**config.mk**
```make
export PLATFORM = sky130hd
export DESIGN_NAME = c512to8
export DESIGN_NICKNAME = d
export VERILOG_FILES = /design/src/rtl/pkt_ctl_pkg.sv /design/src/rtl/c512to8_shifter.sv /design/src/rtl/c512to8.sv
export SDC_FILE = /design/constraint.sdc
export NUM_CORES = 2
export LEC_CHECK = 0
export BUFFER_PORTS_ARGS = -buffer_cell sky130_fd_sc_hd__buf_2
export CORE_MARGIN = 2
export CORE_UTILIZATION = 54
export CTS_CLUSTER_SIZE = 28
export DETAILED_ROUTE_END_ITERATION = 6
export PLACE_DENSITY = 0.81
export SLEW_MARGIN = 15
export SYNTH_ARGS = -nofsm -noshare
export SYNTH_HDL_FRONTEND = slang
export SYNTH_HIERARCHICAL = 1
export SYNTH_SLANG_ARGS = --single-unit
```
**constraint.sdc**
```tcl
create_clock -name clk -period 2.29 [get_ports clk]
set_clock_uncertainty 0.2 [all_clocks]
set_input_delay 0.3435 -clock clk [delete_from_list [all_inputs] [get_ports clk]]
set_output_delay 0.3435 -clock clk [all_outputs]
set_load 0.02 [all_outputs]
```
**src/rtl/pkt_ctl_pkg.sv**
```systemverilog
// Control-word layout shared by the c8to512 packer and the c512to8 serializer.
// Both ends must agree on these bit positions.
package pkt_ctl_pkg;

   localparam int DATA_WIDTH_DEF = 480;
   localparam int CTRL_WIDTH_DEF = 32;

   localparam int CTL_SOP_BIT = 31;
   localparam int CTL_EOP_BIT = 30;
   localparam int CTL_CNT_LSB = 0;
   localparam int CTL_CNT_W   = 6;

   // IDLE: no packet open; SHIFT: a packet is open and expects a continuation word
   typedef enum logic {
      ST_IDLE  = 1'b0,
      ST_SHIFT = 1'b1
   } ser_state_e;

   function automatic logic cnt_invalid(input logic [CTL_CNT_W-1:0] cnt,
                                        input logic [CTL_CNT_W-1:0] max_cnt);
      return (cnt == '0) || (cnt > max_cnt);
   endfunction

endpackage

```
**src/rtl/c512to8_shifter.sv**
```systemverilog
// Loadable byte shifter: presents the top byte of a wide word and walks through
// cnt bytes, with registered first/last/eop flags for the current byte.
module c512to8_shifter #(
   parameter int DATA_WIDTH = 480,
   parameter int CNT_W      = 6
) (
   input  logic                  clk,
   input  logic                  rst,
   input  logic                  load_i,
   input  logic [DATA_WIDTH-1:0] load_data_i,
   input  logic [CNT_W-1:0]      load_cnt_i,
   input  logic                  load_sop_i,
   input  logic                  load_eop_i,
   input  logic                  adv_i,
   output logic [7:0]            byte_o,
   output logic                  valid_o,
   output logic                  last_o,
   output logic                  newpkt_o,
   output logic                  eop_o
);

   logic [DATA_WIDTH-1:0] data_q;
   logic [CNT_W-1:0]      idx_q, cnt_q;
   logic                  valid_q, last_q, newpkt_q, weop_q, eop_q;
   logic                  next_last;

   // Byte idx+1 becomes current after an advance; it is the last when idx+2 == cnt.
   assign next_last = (({1'b0, idx_q} + (CNT_W+1)'(2)) == {1'b0, cnt_q});

   always_ff @(posedge clk or negedge rst) begin
      if (!rst) begin
         data_q   <= '0;
         idx_q    <= '0;
         cnt_q    <= '0;
         valid_q  <= 1'b0;
         last_q   <= 1'b0;
         newpkt_q <= 1'b0;
         weop_q   <= 1'b0;
         eop_q    <= 1'b0;
      end else if (load_i) begin
         data_q   <= load_data_i;
         idx_q    <= '0;
         cnt_q    <= load_cnt_i;
         valid_q  <= 1'b1;
         last_q   <= (load_cnt_i == CNT_W'(1));
         newpkt_q <= load_sop_i;
         weop_q   <= load_eop_i;
         eop_q    <= load_eop_i && (load_cnt_i == CNT_W'(1));
      end else if (adv_i && valid_q) begin
         newpkt_q <= 1'b0;
         if (last_q) begin
            valid_q <= 1'b0;
            last_q  <= 1'b0;
            eop_q   <= 1'b0;
         end else begin
            data_q <= {data_q[DATA_WIDTH-9:0], 8'h00};
            idx_q  <= idx_q + CNT_W'(1);
            last_q <= next_last;
            eop_q  <= weop_q && next_last;
         end
      end
   end

   assign byte_o   = data_q[DATA_WIDTH-1 -: 8];
   assign valid_o  = valid_q;
   assign last_o   = last_q;
   assign newpkt_o = newpkt_q;
   assign eop_o    = eop_q;

endmodule

```
**src/rtl/c512to8.sv**
```systemverilog
// Wide-to-byte serializer: one holding register feeds a byte shifter so output
// stays gapless across word and packet boundaries.
module c512to8
   import pkt_ctl_pkg::*;
#(
   parameter int DATA_WIDTH = DATA_WIDTH_DEF,
   parameter int CTRL_WIDTH = CTRL_WIDTH_DEF
) (
   input  logic                  clk,
   input  logic                  rst,
   input  logic                  in_wr,
   input  logic [CTRL_WIDTH-1:0] in_ctl,
   input  logic [DATA_WIDTH-1:0] in_data,
   output logic                  in_rdy,
   input  logic                  pause,
   output logic [7:0]            out_data,
   output logic                  out_valid,
   output logic                  out_newpkt,
   output logic                  out_eop,
   output logic [7:0]            pktcount,
   output logic                  err
);

   localparam int                   BYTES   = DATA_WIDTH / 8;
   localparam logic [CTL_CNT_W-1:0] BYTES_C = CTL_CNT_W'(BYTES);

   logic                  hold_full_q, hold_full_d, in_rdy_q;
   logic [DATA_WIDTH-1:0] hold_data_q;
   logic                  hold_sop_q, hold_eop_q;
   logic [CTL_CNT_W-1:0]  hold_cnt_q;
   ser_state_e            state_q, state_d;
   logic [7:0]            pktcount_q, pktcount_d;
   logic                  err_q, err_d;

   logic                  sh_valid, sh_last, sh_newpkt, sh_eop;
   logic [7:0]            sh_byte;
   logic                  consume, sh_free, accept, take, drop, load, hold_ld;
   logic [DATA_WIDTH-1:0] cand_data;
   logic                  cand_sop, cand_eop, cnt_bad;
   logic [CTL_CNT_W-1:0]  cand_cnt, cand_len;
   logic                  unused_ctl;

   assign unused_ctl = ^in_ctl[CTL_EOP_BIT-1:CTL_CNT_LSB+CTL_CNT_W];

   assign consume = sh_valid && !pause;
   assign sh_free = !sh_valid || (sh_last && consume);
   assign accept  = in_wr && in_rdy_q;

   // The held word always goes first; an empty hold lets the input pass straight through.
   assign cand_data = hold_full_q ? hold_data_q : in_data;
   assign cand_sop  = hold_full_q ? hold_sop_q  : in_ctl[CTL_SOP_BIT];
   assign cand_eop  = hold_full_q ? hold_eop_q  : in_ctl[CTL_EOP_BIT];
   assign cand_cnt  = hold_full_q ? hold_cnt_q  : in_ctl[CTL_CNT_LSB +: CTL_CNT_W];
   assign cnt_bad   = cnt_invalid(cand_cnt, BYTES_C);
   assign cand_len  = cnt_bad ? BYTES_C : cand_cnt;

   assign take    = sh_free && (hold_full_q || accept);
   assign drop    = take && (state_q == ST_IDLE) && !cand_sop;
   assign load    = take && !drop;
   assign hold_ld = accept && !take;

   assign hold_full_d = hold_full_q ? !take : hold_ld;
   assign state_d     = load ? (cand_eop ? ST_IDLE : ST_SHIFT) : state_q;
   assign err_d       = err_q | (take && cnt_bad) | drop
                      | (load && (state_q == ST_SHIFT) && cand_sop);
   assign pktcount_d  = pktcount_q + {7'd0, consume && sh_eop};

   always_ff @(posedge clk or negedge rst) begin
      if (!rst) begin
         hold_full_q <= 1'b0;
         in_rdy_q    <= 1'b0;
         hold_data_q <= '0;
         hold_sop_q  <= 1'b0;
         hold_eop_q  <= 1'b0;
         hold_cnt_q  <= '0;
         state_q     <= ST_IDLE;
         pktcount_q  <= '0;
         err_q       <= 1'b0;
      end else begin
         hold_full_q <= hold_full_d;
         in_rdy_q    <= !hold_full_d;
         if (hold_ld) begin
            hold_data_q <= in_data;
            hold_sop_q  <= in_ctl[CTL_SOP_BIT];
            hold_eop_q  <= in_ctl[CTL_EOP_BIT];
            hold_cnt_q  <= in_ctl[CTL_CNT_LSB +: CTL_CNT_W];
         end
         state_q    <= state_d;
         pktcount_q <= pktcount_d;
         err_q      <= err_d;
      end
   end

   c512to8_shifter #(
      .DATA_WIDTH (DATA_WIDTH),
      .CNT_W      (CTL_CNT_W)
   ) u_shifter (
      .clk         (clk),
      .rst         (rst),
      .load_i      (load),
      .load_data_i (cand_data),
      .load_cnt_i  (cand_len),
      .load_sop_i  (cand_sop),
      .load_eop_i  (cand_eop),
      .adv_i       (consume),
      .byte_o      (sh_byte),
      .valid_o     (sh_valid),
      .last_o      (sh_last),
      .newpkt_o    (sh_newpkt),
      .eop_o       (sh_eop)
   );

   assign in_rdy     = in_rdy_q;
   assign out_data   = sh_byte;
   assign out_valid  = sh_valid;
   assign out_newpkt = sh_newpkt;
   assign out_eop    = sh_eop;
   assign pktcount   = pktcount_q;
   assign err        = err_q;

endmodule

```
==> impl_metrics.env <==
export IMPL_seqCellArea_um2=25000
export IMPL_gr_total_overflow=0
export IMPL_syn2layout_area_growth_pct=29.4
export IMPL_setup_tns_final_ps=-8010
export IMPL_synth_fp_nets=4318
export IMPL_cts_root_buf="clkbuf_16"
export IMPL_hold_class="in2async"
export IMPL_htreeDepth=3
export IMPL_async_flop_share_pct=100
export IMPL_startpoint_type="register"
export IMPL_tightest_slew_ps=688
export IMPL_hpwl_um=82600
export IMPL_reg2reg_from="hold_full_q"
export IMPL_wl_met1_um=59700
export IMPL_fill_cells=5289
export IMPL_drc=0
export IMPL_cts_path_max_buffers=3
export IMPL_path_buf_inv=5
export IMPL_cts_tree="done"
export IMPL_grt_max_degree=143
export IMPL_grt_usage_pct=31.5
export IMPL_yosysSeqAreaShare_pct=50.6
export IMPL_fin_crit_ps=2450
export IMPL_layout_nets=5367
export IMPL_grt_pass1_vias=38600
export IMPL_fp_dieH_um=306
export IMPL_critPathTopFamily="buffers and inverters"
export IMPL_synth_seq_cells=997
export IMPL_reg2reg_to="u_shifter/data_q[173]"
export IMPL_crit_arrival_ps=2830
export IMPL_max_freq_mhz=408
export IMPL_start_util_pct=54.6
export IMPL_setup_viol=184
export IMPL_peakVddDrop_uv=793
export IMPL_avgSynthCellArea_um2=13.0
export IMPL_route_met3_wl_um=13100
export IMPL_synth_most_common_cell="dfrtp_1"
export IMPL_yosysTopAreaCellShare_pct=50.6
export IMPL_drv_slew=0
export IMPL_antenna_found_initial=26
export IMPL_crit_slowest_cell="dfrtp_4"
export IMPL_clk_pin_slew_ps=70
export IMPL_port_buffer_count=512
export IMPL_drt_iter0_markers=4084
export IMPL_synth_edf_count=0
export IMPL_gp_congestion=0.835
export IMPL_synth_commonest_cells="997 x dfrtp_1, 576 x mux2_2, 504 x nand2_1"
export IMPL_p_leak_uw=0.0286
export IMPL_io_pins=537
export IMPL_netlist_instances=3798
export IMPL_power_density_nw_per_um2=1430
export IMPL_clkLatencyLatePin_ps=710
export IMPL_violations="setup timing"
export IMPL_cts_buffers=102
export IMPL_worstRegToRegCells=8
export IMPL_crit_chain="buf_4 > buf_6 > mux2_4 > o21a_4 > clkbuf_16 > clkbuf_16 > buf_6 > o21ai_1"
export IMPL_r2r_slack_ps=-160
export IMPL_synth_cell_types=45
export IMPL_worstSetupPathType="reg2reg"
export IMPL_row_count=110
export IMPL_routed_via_density=6.10
export IMPL_drt_total_wl_um=165000
export IMPL_yosysWarnings=6
export IMPL_required_ps=2670
export IMPL_startpoint="hold_full_q"
export IMPL_wl_per_cell_um=27.0
export IMPL_core_area_um2=90300
export IMPL_rsz0062_at_grt="true"
export IMPL_top_layer="met5"
export IMPL_yosysTopAreaCell="dfrtp_1"
export IMPL_drv_cap=0
export IMPL_critPathMaxStageDelay_ps=490
export IMPL_grt_pass1_wl_um=228000
export IMPL_met2_length_um=80200
export IMPL_cts_sink_count=997
export IMPL_outcome="complete, but fails checks"
export IMPL_dr_pass1_iters=6
export IMPL_synthesis_area_um2=49300
export IMPL_die_w_um=306
export IMPL_multiInputGateArea_um2=22700
export IMPL_drive_gt1_share_pct=40.6
export IMPL_synth_area_leaders="dfrtp_1 51%, mux2_2 13%, mux2_4 12%"
export IMPL_die_area_um2=93700
export IMPL_hold_violations=0
export IMPL_period_share_pct=107
export IMPL_antenna_left=0
export IMPL_cp_end_kind="register"
export IMPL_path_max_fanout=8
export IMPL_route_vias_total=37300
export IMPL_power_uw=91200
export IMPL_fin_ws_ps=-161
export IMPL_synth_ff_type="dfrtp_1"
export IMPL_relSlewSlack_pct=54.0
logic make-up (layout without fill, tap and decap cells):
kind of cell,Yosys count,in the layout,share of synthesized area [%]
AOI/OAI and AO/OA,497,497,5.12
xor gates and xnor gates,17,17,0.302
adders and majority gates,4,4,0.102
buffers and inverters,282,1408,4.38
DFF,997,997,50.6
muxes,1456,1456,35.1
other,0,21,0
and+or+nand+nor,545,545,4.36
worst min-delay path, delay by kind of cell:
family	cells	cell delay, ps
buf+inv	3	1110
metrics by stage:
stage | cells | util (%) | setup slack, ps | hold slack [ps] | cell area, um2
6_report | 6121 | 70.6 | -161 | 192 | 63800
5_1_grt | 6116 | 70.6 | -209 | 193 | 63800
4_1_cts | 6042 | 68.4 | -6.48 | 168 | 61800
3_5_place_dp | 5367 | 59.1 | -27.8 | 59.5 | 53400
3_3_place_gp | 5367 | 59.1 | 11.3 | 56.0 | 53400
2_1_floorplan | 3798 | - | 10.5 | -152 | 49300
area by class of cell:
type / count / share of cell area [%]
Tap cell: 1176 / 2.31
Clock inverter: 37 / 0.955
Clock buffer: 144 / 4.52
Multi-Input combinational cell: 2519 / 35.6
Sequential cell: 997 / 39.1
Timing Repair Buffer: 1226 / 17.4
Antenna cell: 21 / 0.0824
Inverter: 1 / 0.00589
power by group:
group          switching [uW]  leakage [uW]  internal, uW  total, uW
combinational           19000        0.0147         21100      40100
clock                    7760       0.00172         10400      18100
sequential               6490        0.0121         26400      32900
total                   33300        0.0286         57900      91200
timing repair:
action                                 in CTS  in global routing
setup endpoints to repair                  15                315
pin swaps                                   2                 14
setup buffers                               2                 10
hold buffers                              492                  0
gates cloned                                0                 48
endpoints found under the hold margin    1941                  0
gates resized for setup                     1                213
worst max-delay path by stage:
stage	to	depth (start not counted)
after floorplan	u_shifter/data_q[395]	13
after global placement	u_shifter/data_q[201]	8
after detailed placement	u_shifter/data_q[201]	8
after CTS	u_shifter/data_q[201]	8
after global routing	u_shifter/data_q[470]	7
final	u_shifter/data_q[173]	8
registers in the layout (all words and copies together), names as in the netlist, 6 cells and up:
name and count:
u_shifter/idx_q 6, hold_cnt_q 6, u_shifter/cnt_q 6, u_shifter/data_q 480
hold_data_q 480, pktcount 8
metal layers:
metal | global-route usage, % | vias to the layer above
met5 | 0 | -
met4 | 18.5 | 20
met3 | 6.15 | 799
met2 | 52.8 | 2367
met1 | 37.8 | 18600
li1 | - | 15500
cells in the final DEF (no fill, tap or decap), types with 4 or more instances in the layout:
cell,netlist,final
buf_6,14,27
xnor2_1,11,11
nand2_2,1,46
o21ai_0,44,27
nand2_1,504,451
inv_6,0,4
nand3_1,4,4
o21ai_1,438,400
mux2_4,400,401
nor2_1,10,10
ha_1,4,4
xor2_1,6,6
diode_2,0,21
buf_2,72,511
dfrtp_1,997,996
dlygate4sd3_1,0,492
buf_8,0,10
buf_4,50,69
bufinv_16,0,14
buf_16,0,17
nand2b_1,5,4
clkinv_2,0,14
mux2i_1,479,475
mux2i_4,0,5
mux2_2,576,575
clkbuf_1,100,25
o21ai_2,0,54
clkbuf_16,0,140
clkbuf_8,0,17
nand2_4,0,8
buf_12,44,62
a21oi_1,8,5
Power figures use the tool's default switching activity.
